--- config.mk ---
export PLATFORM = sky130hd
export DESIGN_NAME = backoff_cnt_gen
export DESIGN_NICKNAME = d
export VERILOG_FILES = /design/src/rtl/backoff_pkg.sv /design/src/rtl/backoff_lfsr.sv /design/src/rtl/backoff_cnt_gen.sv
export SDC_FILE = /design/constraint.sdc
export NUM_CORES = 1
export LEC_CHECK = 0
export CAP_MARGIN = 5
export CORE_MARGIN = 1.5
export CORE_UTILIZATION = 45
export CTS_CLUSTER_DIAMETER = 100
export DETAILED_ROUTE_END_ITERATION = 10
export PLACE_DENSITY = 0.79
export RECOVER_POWER = 50
export SYNTH_ARGS = -nofsm -noshare
export SYNTH_HDL_FRONTEND = slang
export SYNTH_SLANG_ARGS = --single-unit
--- constraint.sdc ---
create_clock -name macCoreClk -period 4.2 [get_ports macCoreClk]
set_input_delay 0.42 -clock macCoreClk [delete_from_list [all_inputs] [get_ports macCoreClk]]
set_output_delay 0.42 -clock macCoreClk [all_outputs]
set_load 0.005 [all_outputs]
--- src/rtl/backoff_pkg.sv ---
// ==== backoff_pkg : shared LFSR constants and CW exponent helper (rev 1.0) ====
`default_nettype none

package backoff_pkg;

  localparam logic [15:0] LFSR_POLY          = 16'hB400;
  localparam logic [15:0] LFSR_SEED_DEFAULT  = 16'hACE1;
  localparam int          CW_EXP_MAX_DEFAULT = 10;

  // exp = min(cwMin+stage, cwMax) when the range is sane, else cwMin; then ceilinged.
  function automatic logic [3:0] cw_exp_calc(
    input logic [3:0] cw_min,
    input logic [3:0] cw_max,
    input logic [3:0] stage
  );
    logic [4:0] sum;
    logic [4:0] e;
    sum = {1'b0, cw_min} + {1'b0, stage};
    if (cw_max >= cw_min) begin
      e = (sum < {1'b0, cw_max}) ? sum : {1'b0, cw_max};
    end else begin
      e = {1'b0, cw_min};
    end
    if (e > 5'(CW_EXP_MAX_DEFAULT)) begin
      e = 5'(CW_EXP_MAX_DEFAULT);
    end
    return e[3:0];
  endfunction

endpackage

`default_nettype wire

--- src/rtl/backoff_lfsr.sv ---
// ==== backoff_lfsr : free-running 16-bit Galois LFSR with zero-lock recovery (rev 1.0) ====
`default_nettype none

module backoff_lfsr
  import backoff_pkg::*;
#(
  parameter logic [15:0] SEED = LFSR_SEED_DEFAULT
) (
  input  logic        clk,
  input  logic        rst,
  output logic [15:0] lfsr_state
);

  logic [15:0] state_q;
  logic [15:0] state_d;

  always_comb begin
    // An all-zero state would lock up forever, so fall back to the seed.
    if (state_q == 16'h0000) begin
      state_d = SEED;
    end else begin
      state_d = (state_q >> 1) ^ (state_q[0] ? LFSR_POLY : 16'h0000);
    end
  end

  always_ff @(posedge clk or posedge rst) begin
    if (rst) begin
      state_q <= SEED;
    end else begin
      state_q <= state_d;
    end
  end

  assign lfsr_state = state_q;

endmodule

`default_nettype wire

--- src/rtl/backoff_cnt_gen.sv ---
// ==== backoff_cnt_gen : backoff slot counter and contention-window generator (rev 1.0) ====
`default_nettype none

module backoff_cnt_gen
  import backoff_pkg::*;
#(
  parameter int          CNT_WIDTH  = 16,
  parameter int          CW_EXP_MAX = CW_EXP_MAX_DEFAULT,
  parameter logic [15:0] LFSR_SEED  = LFSR_SEED_DEFAULT
) (
  input  logic                  macCoreClk,
  input  logic                  macCoreClkHardRst,
  input  logic [3:0]            cwMin,
  input  logic [3:0]            cwMax,
  input  logic                  backoffCntLoad,
  input  logic                  backoffCntEnable,
  input  logic                  tickSlot_p,
  input  logic                  txFailed_p,
  input  logic                  txSuccessful_p,
  input  logic                  retryLTReached_p,
  output logic [CNT_WIDTH-1:0]  backoffCnt,
  output logic [CW_EXP_MAX-1:0] cwCurrent,
  output logic [3:0]            cwStage
);

  logic [15:0]           lfsr_state;
  logic [3:0]            pkg_exp;
  logic [3:0]            cw_exp;
  logic [3:0]            exp_lim;
  logic [4:0]            stage_sum;
  logic [CW_EXP_MAX:0]   pow2;
  logic [CW_EXP_MAX-1:0] cw_mask;
  logic                  stage_can_inc;
  logic [CNT_WIDTH-1:0]  load_val;
  logic                  unused_lfsr_hi;

  backoff_lfsr #(
    .SEED(LFSR_SEED)
  ) u_lfsr (
    .clk        (macCoreClk),
    .rst        (macCoreClkHardRst),
    .lfsr_state (lfsr_state)
  );

  assign unused_lfsr_hi = ^lfsr_state[15:CW_EXP_MAX];

  always_comb begin
    pkg_exp       = cw_exp_calc(cwMin, cwMax, cwStage);
    cw_exp        = (pkg_exp > 4'(CW_EXP_MAX)) ? 4'(CW_EXP_MAX) : pkg_exp;
    pow2          = (CW_EXP_MAX + 1)'(1) << cw_exp;
    // At the ceiling the low slice of pow2 is zero and wraps to all ones.
    cw_mask       = pow2[CW_EXP_MAX-1:0] - CW_EXP_MAX'(1);
    stage_sum     = {1'b0, cwMin} + {1'b0, cwStage};
    exp_lim       = (cwMax < 4'(CW_EXP_MAX)) ? cwMax : 4'(CW_EXP_MAX);
    stage_can_inc = (stage_sum < {1'b0, exp_lim}) && (cwStage != 4'hF);
    load_val      = CNT_WIDTH'(lfsr_state[CW_EXP_MAX-1:0] & cw_mask);
  end

  always_ff @(posedge macCoreClk or posedge macCoreClkHardRst) begin
    if (macCoreClkHardRst) begin
      backoffCnt <= '0;
      cwStage    <= 4'd0;
      cwCurrent  <= '0;
    end else begin
      cwCurrent <= cw_mask;

      if (txSuccessful_p || retryLTReached_p) begin
        cwStage <= 4'd0;
      end else if (txFailed_p && stage_can_inc) begin
        cwStage <= cwStage + 4'd1;
      end

      // Load uses this cycle's stage and LFSR, so a coincident failure widens only the next draw.
      if (backoffCntLoad) begin
        backoffCnt <= load_val;
      end else if (backoffCntEnable && tickSlot_p && (backoffCnt != '0)) begin
        backoffCnt <= backoffCnt - CNT_WIDTH'(1);
      end
    end
  end

endmodule

`default_nettype wire

==> flow_summary.ini <==
[run_status]
status = finished, violations left
violations = max-capacitance violations, max-slew violations

[cells_and_area]
diodes = 0
final_area_um2 = 3226
fin_nets = 332
drive_gt1_share_pct = 15.72
utilization_pct = 61.97
layout_common_cells = 44 x clkdlybuf4s50_1, 38 x dfrtp_1, 17 x nor2_1, 17 x ha_1, 16 x nand2_1
area_delta_synth_final_pct = 29.74
final_common_cell = clkdlybuf4s50_1

[clock_tree]
cts_hold_buf = 0
root_buffer = clkbuf_8
clk_pin_slew_ns = 0.09
clk_latency_ns = 0.30
cts_num_sinks = 46
cts_buffer_depth = 2
htreeDepth = 2
cts_buffers = 5
tritoncts = yes

[yosys]
mappedNetlistArea_um2 = 2486
yosys_register_bits = 46
syn_avg_cell_area_um2 = 10.32
synth-edff-count = 0
ys_seq_area_share_pct = 46.70
synth_fp_nets = 275
synthArstFlopShare_pct = 100.0
syn_inst = 241
yosys_warnings = 0
ys_types = 50
synth_ff_type = dfrtp_1

[timing]
hold_viol = 0
fin_ws_ns = 0.1597
finalCriticalPeriod_ns = 4.040
max_freq_mhz = 247.5
fin_crit_sh_pct = 96.20
relSlewSlack_pct = -56.29
rsz0062_at_grt = false
slew_viol_final = 47
setup_viol = 0
tns_ns = 0
worstMarginPinSlew_ns = 2.344
clock_skew_ns = 0.006514

[grt]
overflow = 0
grt_pass1_vias = 1965
use_met3_pct = 4.118
grt_first_pass_wirelength_um = 9142
busiest_layer = met2
grt_antenna_before_repair = 0
grtUsageTotal_pct = 19.39
gr-usage-met1_pct = 24.64
grtUsageMet2_pct = 33.42
grt_max_degree = 47

[worst_setup_path]
worst-path-max-fanout = 3
criticalPathCategory = primary input to flop
cp.required_ns = 4.43
startpoint_type = primary input
arrival_ns = 4.27
crit_path_end_kind = flop

[route]
drt-initial-drc-count = 66
drc = 0
vias_per_cell = 5.290
wl_per_cell_um = 14.74
vias = 1952
drt-pass1-iter-count = 4
wl_um = 5438
ant_nets = 0

[die]
die_area_um2 = 5980
ios = 46
fp.dieH_um = 77.33
core-area_um2 = 5205
start_util_pct = 47.76
die_width_um = 77.33
row_count = 26

[power]
p_seq_share_pct = 44.3
cellPowerDensity_nw_per_um2 = 355.5
netSwitchingPower_uw = 322.4
internal_power_uw = 824.4
max-vdd-ir-drop_uv = 155.0
pwr-share-clk_pct = 29.0
leakage_uw = 0.001370
swShare_pct = 28.11
p_comb_share_pct = 26.7

[placed_design]
placed_area_um2 = 3095
place.gp.congestion = 0.8549
port_buffers = 45
dp_hpwl_um = 4004
place_ws_ns = -0.2179

[hold_path]
hold_class = flop to flop

[flow_run]
maxCapViolations = 1
==> worst max-delay path: stages <==
cell	delay (ns)
clkdlybuf4s50_1	0.42
ha_1	0.24
fa_2	0.35
xor2_1	0.20
ha_1	0.29
a21o_1	0.22
a31oi_4	0.17
o21a_4	0.15
mux2_1	0.33
a21oi_2	0.17
nand2_1	0.10
nor2_2	0.11
nand2_1	0.08
ha_1	0.21
or3_1	0.38
a211o_1	0.29
o21ai_2	0.13
==> path summary, 6_finish.rpt <==
kind | start | endpoint | slack, ns | cells after the start
worst max-delay path | cwMin[0] | backoffCnt[6]$_DFFE_PP0P_ | 0.16 | 17
worst min-delay path | u_lfsr.lfsr_state[15]$_DFF_PP1_ | u_lfsr.lfsr_state[14]$_DFF_PP0_ | 0.41 | 0
worst max register to register | cwStage[0]$_DFFE_PP0P_ | backoffCnt[6]$_DFFE_PP0P_ | 0.23 | 16
worst min register to register | u_lfsr.lfsr_state[15]$_DFF_PP1_ | u_lfsr.lfsr_state[14]$_DFF_PP0_ | 0.41 | 0
max in group asynchronous | macCoreClkHardRst | backoffCnt[9]$_DFFE_PP0P_ | 1.45 | 3
min in group asynchronous | macCoreClkHardRst | cwStage[2]$_DFFE_PP0P_ | 1.42 | 3
==> per-layer routing <==
metal	part of all wire (%)	routed length, µm
met5	0	0
met4	1.0	56
met3	3.8	204
met2	49	2690
met1	46	2488
==> cell usage after synthesis, drive strengths merged, types with 3 or more instances <==
cell type / count / area share (%)
inv: 17 / 2.7
nor4: 7 / 1.8
nand2: 16 / 2.4
a21oi: 13 / 3.4
a31o: 4 / 1.8
xnor2: 14 / 4.9
dfrtp: 38 / 38
dfstp: 8 / 8.5
mux2i: 3 / 1.2
clkbuf: 11 / 1.7
ha: 17 / 8.6
nor2: 18 / 2.7
or3: 3 / 0.75
nor3: 9 / 1.8
a21o: 4 / 1.2
o21ai: 11 / 2.4
nand2b: 8 / 2.1
nand3: 6 / 1.4
xor2: 8 / 2.8
==> per-stage QoR <==
| step | instances | hold slack, ns | power (µW) |
|---|---|---|---|
| 4_1_cts | 368 | 0.4109 | 1152 |
| 5_1_grt | 369 | 0.4212 | 1206 |
| 2_1_floorplan | 241 | 0.4382 | 661.0 |
| 3_5_place_dp | 360 | 0.3945 | 817.1 |
| 3_3_place_gp | 360 | 0.3910 | 809.1 |
| 6_report | 369 | 0.4081 | 1147 |
==> power groups by stage <==
stage / sequential, µW / clock [µW] / combinational [µW]
finish: 509 / 332 / 306
global route: 514 / 357 / 335
CTS: 508 / 341 / 303
detailed placement: 517 / 0 / 300
global placement: 516 / 0 / 293
floorplan: 516 / 0 / 145
==> area by class of cell <==
| cell class | instances | area, µm² |
|---|---|---|
| inverters | 17 | 66.31 |
| multi-input cells | 167 | 1231 |
| fillers | 434 | 1979 |
| clock buffers | 5 | 68.82 |
| clock inverters | 3 | 43.79 |
| repair buffers | 61 | 566.8 |
| flip-flops and latches | 46 | 1161 |
| well taps | 70 | 87.58 |
==> logic make-up after synthesis <==
logic type,share of synthesized area [%]
adder cells (fa/ha/maj),9.361
AO/OA/AOI/OAI,13.69
multiplexers,1.661
AND/OR/NAND/NOR,16.51
XOR/XNOR,7.751
flip-flops,46.70
buffers and inverters,4.328
==> flip-flops by register name, indices dropped and copies added, names as in the netlist <==
name and flops:
cwCurrent 10, cwStage 4, backoffCnt 16, u_lfsr.lfsr_state 16
==> repair_timing <==
| action | CTS | global route |
|---|---|---|
| setup endpoints to repair | 0 | 2 |
| gates resized for setup | 0 | 3 |
| setup buffers | 0 | 1 |
Note: power is estimated with default switching activity, not from simulation.
